===== config.mk =====
export PLATFORM = sky130hd
export DESIGN_NAME = wave_shaper
export DESIGN_NICKNAME = d
export VERILOG_FILES = /design/src/rtl/synth_pkg.sv /design/src/rtl/phase_divider.sv /design/src/rtl/wave_shaper.sv
export SDC_FILE = /design/constraint.sdc
export NUM_CORES = 1
export LEC_CHECK = 0
export CORE_MARGIN = 1
export CORE_UTILIZATION = 50
export DETAILED_ROUTE_END_ITERATION = 12
export PLACE_DENSITY_LB_ADDON = 0.15
export SETUP_SLACK_MARGIN = 0.02
export SLEW_MARGIN = 20
export SYNTH_ARGS = -nofsm -noshare
export SYNTH_HDL_FRONTEND = slang
export SYNTH_SLANG_ARGS = --single-unit

===== constraint.sdc =====
create_clock -name clk -period 7.8 [get_ports clk]
set_input_delay 1.56 -clock clk [delete_from_list [all_inputs] [get_ports clk]]
set_output_delay 1.56 -clock clk [all_outputs]
set_load 0.02 [all_outputs]

===== src/rtl/synth_pkg.sv =====
// Shared types and constants for the wave shaper: waveform selection, FSM
// states, mid-scale level and the number of phase bits resolved per sample.
package synth_pkg;

    typedef enum logic [1:0] {
        SQUARE   = 2'b00,
        SAW      = 2'b01,
        TRIANGLE = 2'b10,
        MUTE     = 2'b11
    } wave_mode_t;

    typedef enum logic [1:0] {
        IDLE = 2'b00,
        DIV  = 2'b01,
        DONE = 2'b10
    } shaper_state_t;

    localparam logic [7:0] MIDSCALE    = 8'd128;
    localparam int         PHASE_STEPS = 8;

endpackage


===== src/rtl/phase_divider.sv =====
// Iterative restoring divider producing the oscillator phase
// floor((count-1) * 2^STEPS / divider), one quotient bit per clock.
module phase_divider
    import synth_pkg::*;
#(
    parameter int STEPS = PHASE_STEPS
) (
    input  logic             clk,
    input  logic             nrst,
    input  logic             start,
    input  logic             abort,
    input  logic [15:0]      dividend,
    input  logic [15:0]      divisor,
    output logic             done,
    output logic [STEPS-1:0] quotient
);

    localparam int CNT_W = $clog2(STEPS + 1);

    logic [16:0]      rem;
    logic [15:0]      div_q;
    logic [STEPS-1:0] quo;
    logic [CNT_W-1:0] step;
    logic             active;
    logic             sat;

    logic [16:0]      rem_start;
    logic [16:0]      rem_shift;
    logic             start_sat;
    logic             fits;

    // NOTE: every always_comb output gets a default first, so no path can
    // leave it unassigned and infer a latch.
    always_comb begin
        rem_start = '0;
        start_sat = 1'b0;
        if (divisor != 16'd0) begin
            if (dividend == 16'd0 || dividend > divisor) begin
                rem_start = {1'b0, divisor - 16'd1};
                start_sat = 1'b1;
            end else begin
                rem_start = {1'b0, dividend - 16'd1};
            end
        end
        rem_shift = rem << 1;
        // A zero divisor never subtracts, so the quotient stays all zeros.
        fits = (div_q != 16'd0) && (rem_shift >= {1'b0, div_q});
    end

    // NOTE: sequential state uses non-blocking assignments so every register
    // samples the pre-edge values regardless of statement order.
    always_ff @(posedge clk or negedge nrst) begin
        if (!nrst) begin
            rem    <= '0;
            div_q  <= '0;
            quo    <= '0;
            step   <= '0;
            active <= 1'b0;
            sat    <= 1'b0;
        end else if (start) begin
            rem    <= rem_start;
            div_q  <= divisor;
            quo    <= '0;
            step   <= '0;
            active <= 1'b1;
            sat    <= start_sat;
        end else if (abort) begin
            active <= 1'b0;
        end else if (active) begin
            rem  <= fits ? (rem_shift - {1'b0, div_q}) : rem_shift;
            quo  <= {quo[STEPS-2:0], fits};
            step <= step + 1'b1;
            if (step == CNT_W'(STEPS - 1)) begin
                active <= 1'b0;
            end
        end
    end

    // done marks the cycle whose closing edge retires the final quotient bit.
    assign done     = active && !abort && (step == CNT_W'(STEPS - 1));
    // Out-of-range counts pin the phase to full scale.
    assign quotient = sat ? '1 : quo;

endmodule


===== src/rtl/wave_shaper.sv =====
// Waveform shaper: captures an oscillator position, derives its phase with
// phase_divider and registers a square/saw/triangle/mute sample from it.
module wave_shaper
    import synth_pkg::*;
#(
    parameter int SAMPLE_W    = 8,
    parameter int PHASE_STEPS = synth_pkg::PHASE_STEPS
) (
    input  logic                clk,
    input  logic                nrst,
    input  logic                en,
    input  logic [1:0]          mode,
    input  logic [15:0]         count,
    input  logic [15:0]         divider,
    output logic [SAMPLE_W-1:0] sample,
    output logic                sample_valid
);

    localparam logic [SAMPLE_W-1:0] MID = SAMPLE_W'(MIDSCALE);

    shaper_state_t          state;
    shaper_state_t          next_state;
    wave_mode_t             mode_q;
    logic                   start;
    logic                   abort;
    logic                   div_done;
    logic [PHASE_STEPS-1:0] phase;

    function automatic logic [SAMPLE_W-1:0] shape(input wave_mode_t m,
                                                  input logic [SAMPLE_W-1:0] p);
        logic [SAMPLE_W-1:0] r;
        r = MID;
        case (m)
            SQUARE:   r = p[SAMPLE_W-1] ? '0 : '1;
            SAW:      r = p;
            // Upper half folds back: ~p is (full-scale - p).
            TRIANGLE: r = p[SAMPLE_W-1] ? ((~p) << 1) : (p << 1);
            MUTE:     r = MID;
            default:  r = MID;
        endcase
        return r;
    endfunction

    phase_divider #(
        .STEPS(PHASE_STEPS)
    ) u_div (
        .clk      (clk),
        .nrst     (nrst),
        .start    (start),
        .abort    (abort),
        .dividend (count),
        .divisor  (divider),
        .done     (div_done),
        .quotient (phase)
    );

    always_comb begin
        next_state = state;
        start      = 1'b0;
        abort      = 1'b0;
        case (state)
            IDLE: begin
                if (en) begin
                    start      = 1'b1;
                    next_state = DIV;
                end
            end
            DIV: begin
                if (!en) begin
                    abort      = 1'b1;
                    next_state = IDLE;
                end else if (div_done) begin
                    next_state = DONE;
                end
            end
            DONE: begin
                abort      = !en;
                next_state = IDLE;
            end
            default: next_state = IDLE;
        endcase
    end

    always_ff @(posedge clk or negedge nrst) begin
        if (!nrst) begin
            state <= IDLE;
        end else begin
            state <= next_state;
        end
    end

    always_ff @(posedge clk or negedge nrst) begin
        if (!nrst) begin
            sample       <= MID;
            sample_valid <= 1'b0;
            mode_q       <= MUTE;
        end else begin
            sample_valid <= 1'b0;
            if (start) begin
                mode_q <= wave_mode_t'(mode);
            end
            if (abort) begin
                sample <= MID;
            end else if (state == DONE) begin
                sample       <= shape(mode_q, SAMPLE_W'(phase));
                sample_valid <= 1'b1;
            end
        end
    end

endmodule

**Yosys cells after proc, flatten, opt, wreduce, memory -nomap -nowiden**

Index checks and enable logic that the tools add are counted.

- Register bits: 59
- Latch bits: 0
- Memory bits (writable): 0
- Memory bits (read-only): 0
- Input bits: 37
- Output and inout bits: 9
- Memories kept: 0

- Add/subtract/negate cells: 4
- Multiply operators: 0
- Divide/modulo/power cells: 0
- Magnitude comparators: 2
- Eq/ne operators: 9
- Shifts and indexed selects: 0
- Multiplexer cells: 34
- Bitwise operators: 1
- Reduce and logical (&&, ||, !) cells: 15

Operator list:

| operator | count |
|---|---|
| 16-bit two-way mux | 6 |
| 8-bit two-way mux | 8 |
| 8-bit one-hot mux with 4 select lines | 1 |
| 16-bit nonzero test | 2 |
| 16-bit by 1-bit subtractor with 16-bit output (second input constant) | 2 |
| 17-bit by 16-bit >= comparator with 1-bit output | 1 |
| 16-bit greater-than comparator | 1 |
| 16-bit logical NOT | 1 |
| 16-bit subtractor | 1 |
| 4-bit two-way mux | 3 |
| 1-bit two-way mux | 11 |
| 7-bit inverter | 1 |
| 2-bit == test (second input constant) | 3 |
| 2-bit two-way mux | 3 |
| 4-bit by 1-bit adder with 4-bit output (second input constant) | 1 |
| 2-bit by 1-bit == test with 1-bit output (second input constant) | 2 |
| 4-bit by 3-bit == test with 1-bit output (second input constant) | 1 |
| 2-bit logical NOT | 2 |
| 2-bit != test (second input constant) | 2 |
| 2-bit one-hot mux with 2 select lines | 1 |
| 2-bit AND reduction | 2 |
| 2-bit nonzero test | 2 |
| 1-bit logical AND | 3 |
| 3-bit != test (second input constant) | 1 |
| other kinds (3) | 4 |

**Logic depth before layout (Yosys ltp)**

Gate-level depths: netlist (run 1).

- Depth in word-level cells: 8
- Depth in mapped cells: 17
- Gate-level depth less buffers: 16

**Modules after synthesis**

From an unflattened synthesis (run 1), not the netlist that was laid out.

- Cell total of the unflattened synthesis: 565
- Area, all modules: 4785.8 um^2

Modules (own cells, without submodules):

| module | instances | cells each | area each (um^2) | seq. area each (um^2) |
|---|---|---|---|---|
| phase_divider | 1 | 487 | 4000.1 | 1151.1 |
| wave_shaper | 1 | 78 | 785.8 | 329.1 |

**Worst setup path before layout (run 1)**

OpenSTA, ideal clock, no wires.

- Path type: input to register
- Start: input port divider[13]
- End: register u_div.rem[8]
- Library setup time: 65 ps
- Arrival time: 4570 ps
- Data required time: 7735 ps
- Setup slack: 3165 ps
- Cell stages on the path: 16
- Path through: inv_1 -> ha_1 -> nand4_1 -> or2_2 -> or3_1 -> o31ai_2 -> nand2_4 -> buf_12 -> mux2i_1 -> ha_1 -> nand3b_1 -> nor4_1 -> xor2_1 -> nor2_1 -> a211oi_1 -> o22a_1

- Longest elaborated chain between the ends: 5
- Elaborated cells on any way between the ends: 6
- Those cells by class: 1 x order compare; 3 x mux; 2 x reduce/logical

RTL lines:

| what | line | source |
|---|---|---|
| start: declaration | wave_shaper.sv:14 | `input logic [15:0] divider,` |
| 16-bit greater-than comparator | phase_divider.sv:38 | `if (dividend == 16'd0 \|\| dividend > divisor) begin` |
| 1-bit logical OR | phase_divider.sv:38 |  |
| 16-bit two-way mux | phase_divider.sv:38 |  |
| 16-bit two-way mux * | phase_divider.sv:37 | `if (divisor != 16'd0) begin` |
| 16-bit two-way mux * | phase_divider.sv:60 | `end else if (start) begin` |
| end signal: assignment | phase_divider.sv:61 | `rem <= rem_start;` |
| end signal: assignment | phase_divider.sv:70 | `rem <= fits ? (rem_shift - {1'b0, div_q}) : rem_shift;` |
| end: declaration | phase_divider.sv:20 | `logic [16:0] rem;` |

Every way passes the cells marked *; elsewhere a longest branch is shown, timed or not.
A chain may end at the register's enable or synchronous reset.

**Worst setup path after layout (run 1)**

- Start: input port divider[13]
- End: register u_div.rem[14]

Same word-level chain as after synthesis.

==> impl.org, run 1 <==
** Worst setup path
- The largest individual stage delay along the critical path comes from the cell sky130_fd_sc_hd__clkdlybuf4s50_1.
- Library cell appearing most often on the critical path :: sky130_fd_sc_hd__ha_1
- The setup check on the worst reg-to-reg path leaves a slack of 4.59 ns.
- Max FO, Critical Path :: 23
- Worst Setup Path Type :: input pin to register
- The critical path starts at divider[13].
- Reg2reg start :: u_div.rem[2]
- At the worst endpoint, the required time is 7.98 ns.
- Critical path cell sequence :: clkdlybuf4s50_1, inv_1, ha_1, nand4_1, or2_2, or3_1, o31ai_2, nand2_4, mux2i_1, ha_1, nand3b_1, nor3_1, nand2_1, xor2_1, nor2_1, a21oi_1, o32ai_1
- STA classifies the critical path endpoint as a register.
- STA classifies the critical path startpoint as an input pin.
- Data on the critical path arrives at its endpoint at around 5.6 ns.
- Family with the most delay on the worst path :: simple AND/OR/NAND/NOR gates
- The largest single stage delay on the critical path is 0.53 ns.
- Measured in cells, the most critical reg-to-reg path has a length of 9.
- In this run the number of cells on the critical path is 17.
- The endpoint identified for the worst register-to-register timing path is u_div.rem[14].
- Together, buffers and inverters on the worst path number 2.

** STA
- In this run the tightest slew margin relative to its limit is 0.477.
- Of the available clock period, the critical path in the final layout requires 0.690.
- Once routing completed, OpenROAD measured the worst setup slack at 2.42 ns.
- Setup repair after global routing left no endpoint under its margin.
- Final worst clock skew :: 0.0157 ns
- Setup violations remaining at the end of the flow were counted as 0.
- Subtracting the final worst setup slack from the clock period gives 5.38 ns.
- Setup Total Neg Slack :: 0 ns
- The final hold violation count came to 0.
- For this run, the top clock speed supported by timing is 186 MHz.
- Worst Max-Slew Pin Slew :: 0.781 ns
- Max-slew violation total from the final report :: 0

** Route
- In the final routed layout, each cell accounts on average for 16.6 um.
- The detail route stage leaves a number of antenna-violating nets equal to 0.
- The pre-antenna-repair detailed-routing pass consisted of 4 iterations.
- For this run, design rule violations remaining after detail routing come to 0.
- In the routed layout, each cell is associated on average with a via count of 5.85.
- Summed over all layers, the routed wires come to 12.7 mm.
- The routed layout has 4508 vias.
- The first routing iteration left 312 violations.

** Floorplan
- Die Footprint :: just over 0.01 mm^2
- Die Span Y :: a little over 100 um
- Site Rows :: 35
- Core area :: 0.00933 mm^2
- For this configuration, the core starts out at a cell density of 0.521.
- In this run the count of I/O pins placed on the die edge is 46.
- The die is between 100 and 150 um wide.

** Logic synthesis
- Post-synth EDFFs :: 0
- Synthesis warning total :: 0
- Biggest area consumer among synthesized cells :: sky130_fd_sc_hd__dfrtp_1
- Share of the synthesized area in the top cell type :: 0.288
- Main synth FF type :: sky130_fd_sc_hd__dfrtp_1
- Count of mapped cells out of synthesis :: 599
- In the synthesized netlist the async set-or-reset flop fraction comes to 1.00.
- Post-synthesis net count :: 675
- Number of distinct library cells after synthesis :: between 60 and 70
- Sorting the synthesized cells by area gives the leading types as sky130_fd_sc_hd__dfrtp_1 (29%), sky130_fd_sc_hd__ha_1 (9.8%), sky130_fd_sc_hd__nand2_1 (5.6%).
- Synthesis inferred 59 register bits.
- Post-synthesis area per instance :: ~8.1 um^2
- Summing every instance area after synthesis gives 0.00486 mm^2.
- The share of the Yosys chip area taken by registers is 0.305.

** Clock network
- Clock latency on the worst-skew pair, taken at its later pin, is approximately 0.34 ns.
- The longest clock path from root to sink contains 2 buffers.
- Post-CTS Hold Fix Bufs :: 0
- Deepest level of the CTS H-tree :: 3
- TritonCTS clock tree :: yes
- Clock-pin slew was measured on the worst setup and hold paths at 0.07 ns.
- Num CTS Buffers :: 9
- Root Driver :: sky130_fd_sc_hd__clkbuf_8
- Number of sinks on the clock net :: 59
- Post-CTS sizing :: 0
- Post-CTS setup-driven buffer insertion count :: 0

** Min path
- Hold_sp :: sample[0]
- Class of the tightest hold or removal check :: register to register
- Hold Path Depth :: 2
- Capture endpoint of the worst hold path :: sample[0]

** Global route
- The initial antenna violation count came to 0.
- After global routing the overflow that remains totals 0.
- Global-route wire length before repair :: 21.1 mm
- Entering global routing, the biggest net connects 60 pins.
- In the global route stage, overall resource usage came out at 0.267.
- The via count of the first global-routing pass came to 4296.

** Pwr
- Static leakage :: 0.00240 uW
- Maximum ir drop on the vdd rail :: ~0.18 mV
- Pwr per Cell Area :: 417 mW/mm^2

** Placement
- At the end of routability-driven placement, the weighted congestion stood at between 0.8 and 0.9.
- Count of port buffers added during placement :: 45
- Placed Area :: 0.00539 mm^2
- Prior to clock tree synthesis, the placed netlist has a worst setup slack of 2.10 ns.
- HPWL Detailed :: between 9 and 10 mm

** Cells and area
- With fillers left out, the area of the finished cells amounts to roughly 0.0056 mm^2.
- The final layout contains slightly above 700 nets.
- Number of diodes added for antenna fixing :: 0
- Area overhead of the layout relative to synthesis :: 15.6%
- Layout cells sized above 1 :: 0.0640

** Status
- Run status :: finished, final reports clean

** Flow run
- The tool flagged a number of max-cap violations equal to 0.
-- synthesized netlist by cell type, types with 6 or more instances --
cell	number
sky130_fd_sc_hd__o22a_1	7
sky130_fd_sc_hd__nand4_1	13
sky130_fd_sc_hd__nand2_1	73
sky130_fd_sc_hd__a21oi_1	45
sky130_fd_sc_hd__o21ai_0	53
sky130_fd_sc_hd__nor3_1	18
sky130_fd_sc_hd__a32o_1	6
sky130_fd_sc_hd__xor2_1	11
sky130_fd_sc_hd__xnor2_1	28
sky130_fd_sc_hd__o211ai_1	6
sky130_fd_sc_hd__inv_1	44
sky130_fd_sc_hd__nor4_1	10
sky130_fd_sc_hd__dfrtp_1	56
sky130_fd_sc_hd__nand3_1	13
sky130_fd_sc_hd__ha_1	38
sky130_fd_sc_hd__nor2_1	44
sky130_fd_sc_hd__a21o_1	9
sky130_fd_sc_hd__clkbuf_1	19
sky130_fd_sc_hd__mux2i_1	14
sky130_fd_sc_hd__a211oi_1	6
-- layout make-up --
type                            count  area, um^2
Clock buffer                       10         138
Tap cell                          129         161
Fill cell                         858        3710
Inverter                           44         165
Clock inverter                      6        88.8
Multi-Input combinational cell    472        3100
Timing Repair Buffer               50         483
Sequential cell                    59        1480
-- tightest hold or removal path: stages (launching register included) --
cell and delay (ns):
sky130_fd_sc_hd__dfrtp_1 0.35, sky130_fd_sc_hd__nand2_1 0.05, sky130_fd_sc_hd__o41ai_1 0.05
-- power breakdown --
group          switching [uW]  internal [uW]  total (uW)
sequential                128            441         569
clock                     128            188         317
combinational             832            626        1460
-- metrics by stage --
stage               utilization  power (uW)  hold slack (ns)  instances
floorplan                     -        1670            0.505        599
global placement          0.578        1970            0.480        754
detailed placement        0.578        2000            0.462        754
CTS                       0.602        2330            0.486        770
global route              0.602        2560            0.505        770
finish                    0.602        2340            0.484        770
-- layout by cell type, fill, tap and decap left out, types with 3 or more instances in the layout --
cell,Yosys,final
sky130_fd_sc_hd__nand2_1,73,73
sky130_fd_sc_hd__dfrtp_1,56,56
sky130_fd_sc_hd__o21ai_0,53,52
sky130_fd_sc_hd__a21oi_1,45,45
sky130_fd_sc_hd__inv_1,44,44
sky130_fd_sc_hd__nor2_1,44,44
sky130_fd_sc_hd__clkdlybuf4s50_1,0,44
sky130_fd_sc_hd__ha_1,38,38
sky130_fd_sc_hd__xnor2_1,28,28
sky130_fd_sc_hd__nor3_1,18,18
sky130_fd_sc_hd__mux2i_1,14,14
sky130_fd_sc_hd__nand3_1,13,13
sky130_fd_sc_hd__nand4_1,13,13
sky130_fd_sc_hd__xor2_1,11,11
sky130_fd_sc_hd__nor4_1,10,10
sky130_fd_sc_hd__clkbuf_8,0,10
sky130_fd_sc_hd__a21o_1,9,9
sky130_fd_sc_hd__o22a_1,7,7
sky130_fd_sc_hd__o211ai_1,6,6
sky130_fd_sc_hd__a211oi_1,6,6
sky130_fd_sc_hd__a32o_1,6,6
sky130_fd_sc_hd__or3_1,5,5
sky130_fd_sc_hd__nor2b_1,5,5
sky130_fd_sc_hd__o21a_1,5,5
sky130_fd_sc_hd__and2_1,5,5
sky130_fd_sc_hd__nand3b_1,5,5
sky130_fd_sc_hd__buf_4,2,5
sky130_fd_sc_hd__nand2b_1,4,4
sky130_fd_sc_hd__o31ai_1,3,3
sky130_fd_sc_hd__a31oi_1,4,3
sky130_fd_sc_hd__o22ai_1,3,3
sky130_fd_sc_hd__dfstp_2,3,3
-- flip-flops by register name, summed over array words and instances, names as in the netlist --
register,cells
state,2
u_div.quo,8
u_div.div_q,16
u_div.active,1
u_div.step,4
u_div.rem,16
sample,8
u_div.sat,1
sample_valid,1
mode_q,2
-- how the worst max path moves through the flow --
stage	end	slack (ns)
floorplan	u_div.rem[8]	3.16
global placement	u_div.rem[8]	2.26
detailed placement	u_div.rem[14]	2.10
CTS	u_div.rem[14]	2.45
global route	u_div.rem[14]	1.99
finish	u_div.rem[14]	2.42
-- routing by layer --
| metal | vias to the layer above | track usage | wire length, um |
|---|---|---|---|
| met4 | 0 | 0.0747 | 229 |
| met3 | 18 | 0.0402 | 738 |
| met5 | - | 0 | 0 |
| met2 | 150 | 0.415 | 5610 |
| li1 | 2213 | - | - |
| met1 | 2127 | 0.387 | 6170 |
-- logic make-up (layout without fill, tap and decap cells) --
| family | Yosys count | after routing | synth area share |
|---|---|---|---|
| and+or+nand+nor | 212 | 212 | 0.216 |
| AOI/OAI and AO/OA | 168 | 168 | 0.219 |
| buffers and inverters | 68 | 110 | 0.0590 |
| DFF | 59 | 59 | 0.305 |
| adders and majority gates | 39 | 39 | 0.102 |
| xor gates and xnor gates | 39 | 39 | 0.0703 |
| muxes | 14 | 14 | 0.0288 |
(Power assumes the default switching activity.)
==> run 2: changes to the inputs <==
==> constraint.sdc (replaced) <==
create_clock -name clk -period 4.7 [get_ports clk]
set_input_delay 0.94 -clock clk [delete_from_list [all_inputs] [get_ports clk]]
set_output_delay 0.94 -clock clk [all_outputs]
set_load 0.02 [all_outputs]
==> run 2 against run 1 <==
  * Core utilization increased by 0.80 points
  * Flip-flop and latch count is the same
  * Sequential share of layout area fell by 0.35 points
  * Critical endpoint is now u_div.rem[8]
  * Highest routed layer unchanged
  * Largest power group unchanged
  * Final area grew 1.3%
==> impl.org, run 2 (same netlist as run 1, synthesis figures left out) <==
** Clock network
- The clock sink count came to 59 (unchanged).
- Register clock-pin slew on the reported worst setup and hold paths :: 0.08 ns (about the same)
- The total setup buffers inserted after CTS is 0 (unchanged).
- Deepest level of the CTS H-tree :: 3 (unchanged)
- The total CTS buffers came to 9 (unchanged).
- In this run the clock root is driven by a sky130_fd_sc_hd__clkbuf_8.
- Deepest clock path buffer count :: 2 (unchanged)
- Worst-skew pair later-pin latency :: 0.34 ns (about the same)
- Post-CTS Hold Fix Bufs :: 0 (unchanged)
- Post-CTS sizing :: 0 (unchanged)
- TritonCTS built the clock tree.

** Worst setup path
- The slowest stage of the critical path belongs to the cell sky130_fd_sc_hd__clkdlybuf4s50_1.
- The worst-path maximum fanout is 6 (-74%).
- Worst Setup Path Type :: input pin to register
- The maximum cell stage delay along the critical path came to 0.53 ns (about the same).
- Startpoint class of the critical path :: input pin
- The kind of cell with the highest combined delay along the critical path is simple AND/OR/NAND/NOR gates.
- Required time of the critical path :: 4.98 ns (-3.00 ns)
- Number of buffer and inverter instances along the worst setup path :: 2 (unchanged)
- The data arrival time of the critical path is 4.58 ns (-0.98 ns).
- CP Capture Type :: register
- The signal on the critical path passes through clkdlybuf4s50_1, inv_1, ha_1, nand4_1, or2_2, a211oi_1, o31ai_2, nand2_4, mux2i_1, ha_1, nand3b_1, nor4_1, xor2_1, nor2_1, a211oi_1, o22a_1.

** STA
- Final Hold Viols :: 0 (unchanged)
- The final number of max-transition violations came to 0 (unchanged).
- Final worst clock skew :: 0.0115 ns (-0.00418 ns)
- Hold WS :: 0.490 ns (+0.00599 ns)
- Maximum clock rate :: 232 MHz
- Setup repair after global routing left no endpoint under its margin.
- The setup TNS came to 0 ns (unchanged).
- The slew at the pin with the worst max-slew slack was 0.758 ns (-0.0221 ns).
- Headroom to the max-slew limit :: 0.494 (+0.0172)
- Dividing the final minimum period by the clock period gives 0.915.
- Worst setup slack after layout :: 0.399 ns (-2.02 ns)
- The final setup violation count is 0 (unchanged).
- Final worst path period need :: 4.30 ns

** Pwr
- The total internal power came to 2040 uW (+63%).
- Portion of total power attributed to the clock network :: 0.122 (-0.013)
- Share of total power in sequential cells :: 0.242 (about the same)
- Share of total power consumed by net switching :: 0.472 (+0.00796)
- Power Total :: 3870 uW (+65%)
- Static leakage :: 0.00246 uW (+2.3%)
- Combinational group share of total power :: 0.636 (+0.014)
- Switching Power :: 1830 uW (+68%)
- The power per cell area was 680 mW/mm^2 (+63%).
- Maximum ir drop on the vdd rail :: 0.257 mV (+40%)

** Route
- The post-detailed-route DRC marker count came to 0 (unchanged).
- The via density per instance came to 5.74 (-2.0%).
- The number of vias in the routed layout is 4498 (-0.22%).
- Total routed wirelength :: 12.7 mm (-0.26%)
- Detailed router's first-iteration violation count :: 211 (-32%)
- Detailed-routing iteration count for the pre-antenna-repair pass :: 5 (+1)
- The per-cell routed wire length was 16.2 um (-2.0%).
- Number of nets with antenna violations after detailed routing :: 0 (unchanged)

** Placement
- Gpl congestion :: 0.895 (+0.41%)
- HPWL Detailed :: 9.86 mm (+2.5%)
- The post-place setup slack came to 0.0424 ns (-2.06 ns).
- The port buffer count came to 45 (unchanged).
- The number of instances in the placed design came to 768 (+1.9%).

** Floorplan
- The height of the chip was 101 um (unchanged).
- Core area :: 0.00933 mm^2 (unchanged)
- The effective utilization at floorplan was 0.521 (unchanged).
- The width of the die was 101 um (unchanged).
- Site Rows :: 35 (unchanged)
- Die Footprint :: 0.0101 mm^2 (unchanged)
- Boundary Pins :: 46 (unchanged)

** Global route
- The largest net degree at the start of global routing was 60 (unchanged).
- The sum of overflow across all layers after global routing was 0 (unchanged).
- The first-pass GRT wire length came to 21.4 mm (+1.4%).
- The global-route usage over all layers came to 0.271 (+0.00355).
- Initial antenna violation count :: 0 (unchanged)
- Vias in the first global route :: 4434 (+3.2%)

** Cells and area
- Layout cells sized above 1 :: 0.0824 (+0.0185)
- The library cells used most frequently in the layout, excluding fill and tap cells, are sky130_fd_sc_hd__nand2_1 (73), sky130_fd_sc_hd__dfrtp_1 (56), sky130_fd_sc_hd__o21ai_0 (52).
- Number of diodes added for antenna fixing :: 0 (unchanged)
- In the final layout, the registers with the most flip-flops are u_div.div_q x16, u_div.rem x16.
- The final standard cell count with taps included and fillers excluded came to 784 (+1.8%).
- The number of nets in the layout is 726 (+2.0%).
- From synthesis to final layout, the design area changed by 17.2%.
- Leaving out fill and tap cells, the most frequent cell in the layout is sky130_fd_sc_hd__nand2_1.

** Flow run
- The max capacitance violation total was 0 (unchanged).

** Status
- Run status :: finished, final reports clean

** Min path
- Class of the tightest hold or removal check :: register to register
## run 2: layer usage
metal | track usage | part of all wire | up-vias
li1 | - | - | 2247
met1 | 0.365 | 0.48 | 2109
met2 | 0.450 | 0.45 | 121
met3 | 0.0388 | 0.046 | 21
met4 | 0.0870 | 0.022 | 0
met5 | 0 | 0 | -
## run 2: worst min-delay path, cell delays in order (launching register included)
cell                      delay [ns]
sky130_fd_sc_hd__dfrtp_1        0.36
sky130_fd_sc_hd__nand2_1        0.05
sky130_fd_sc_hd__o41ai_1        0.05
## run 2: through the flow
| step | cell area [um^2] | util |
|---|---|---|
| 6_report | 5690 | 0.610 |
| 5_1_grt | 5690 | 0.610 |
| 4_1_cts | 5690 | 0.610 |
| 3_5_place_dp | 5490 | 0.589 |
| 3_3_place_gp | 5490 | 0.589 |
| 2_1_floorplan | 4860 | - |
## run 2: final cells by class
cell class / instances / area [um^2]
clock buffers: 9 / 124
clock inverters: 7 / 76.3
fillers: 863 / 3630
inverters: 44 / 165
multi-input cells: 472 / 3100
flip-flops and latches: 59 / 1480
well taps: 129 / 161
repair buffers: 64 / 588
## run 2: path summary, 6_finish.rpt
check,from,endpoint,slack (ns),depth (start not counted)
min in group asynchronous,nrst,u_div.rem[1],0.73,2
max in group asynchronous,nrst,u_div.rem[15],3.45,2
hold / removal,sample[0],sample[0],0.49,2
hold reg to reg,sample[0],sample[0],0.49,2
setup reg to reg,u_div.div_q[6],u_div.rem[8],1.58,11
setup / recovery,divider[15],u_div.rem[8],0.40,16
## run 2: power groups by stage
stage,clock network (uW),logic (uW),registers (uW)
floorplan,0,1910,862
detailed placement,0,2410,943
finish,473,2460,936
global placement,0,2340,936
CTS,479,2430,934
global route,504,2730,970
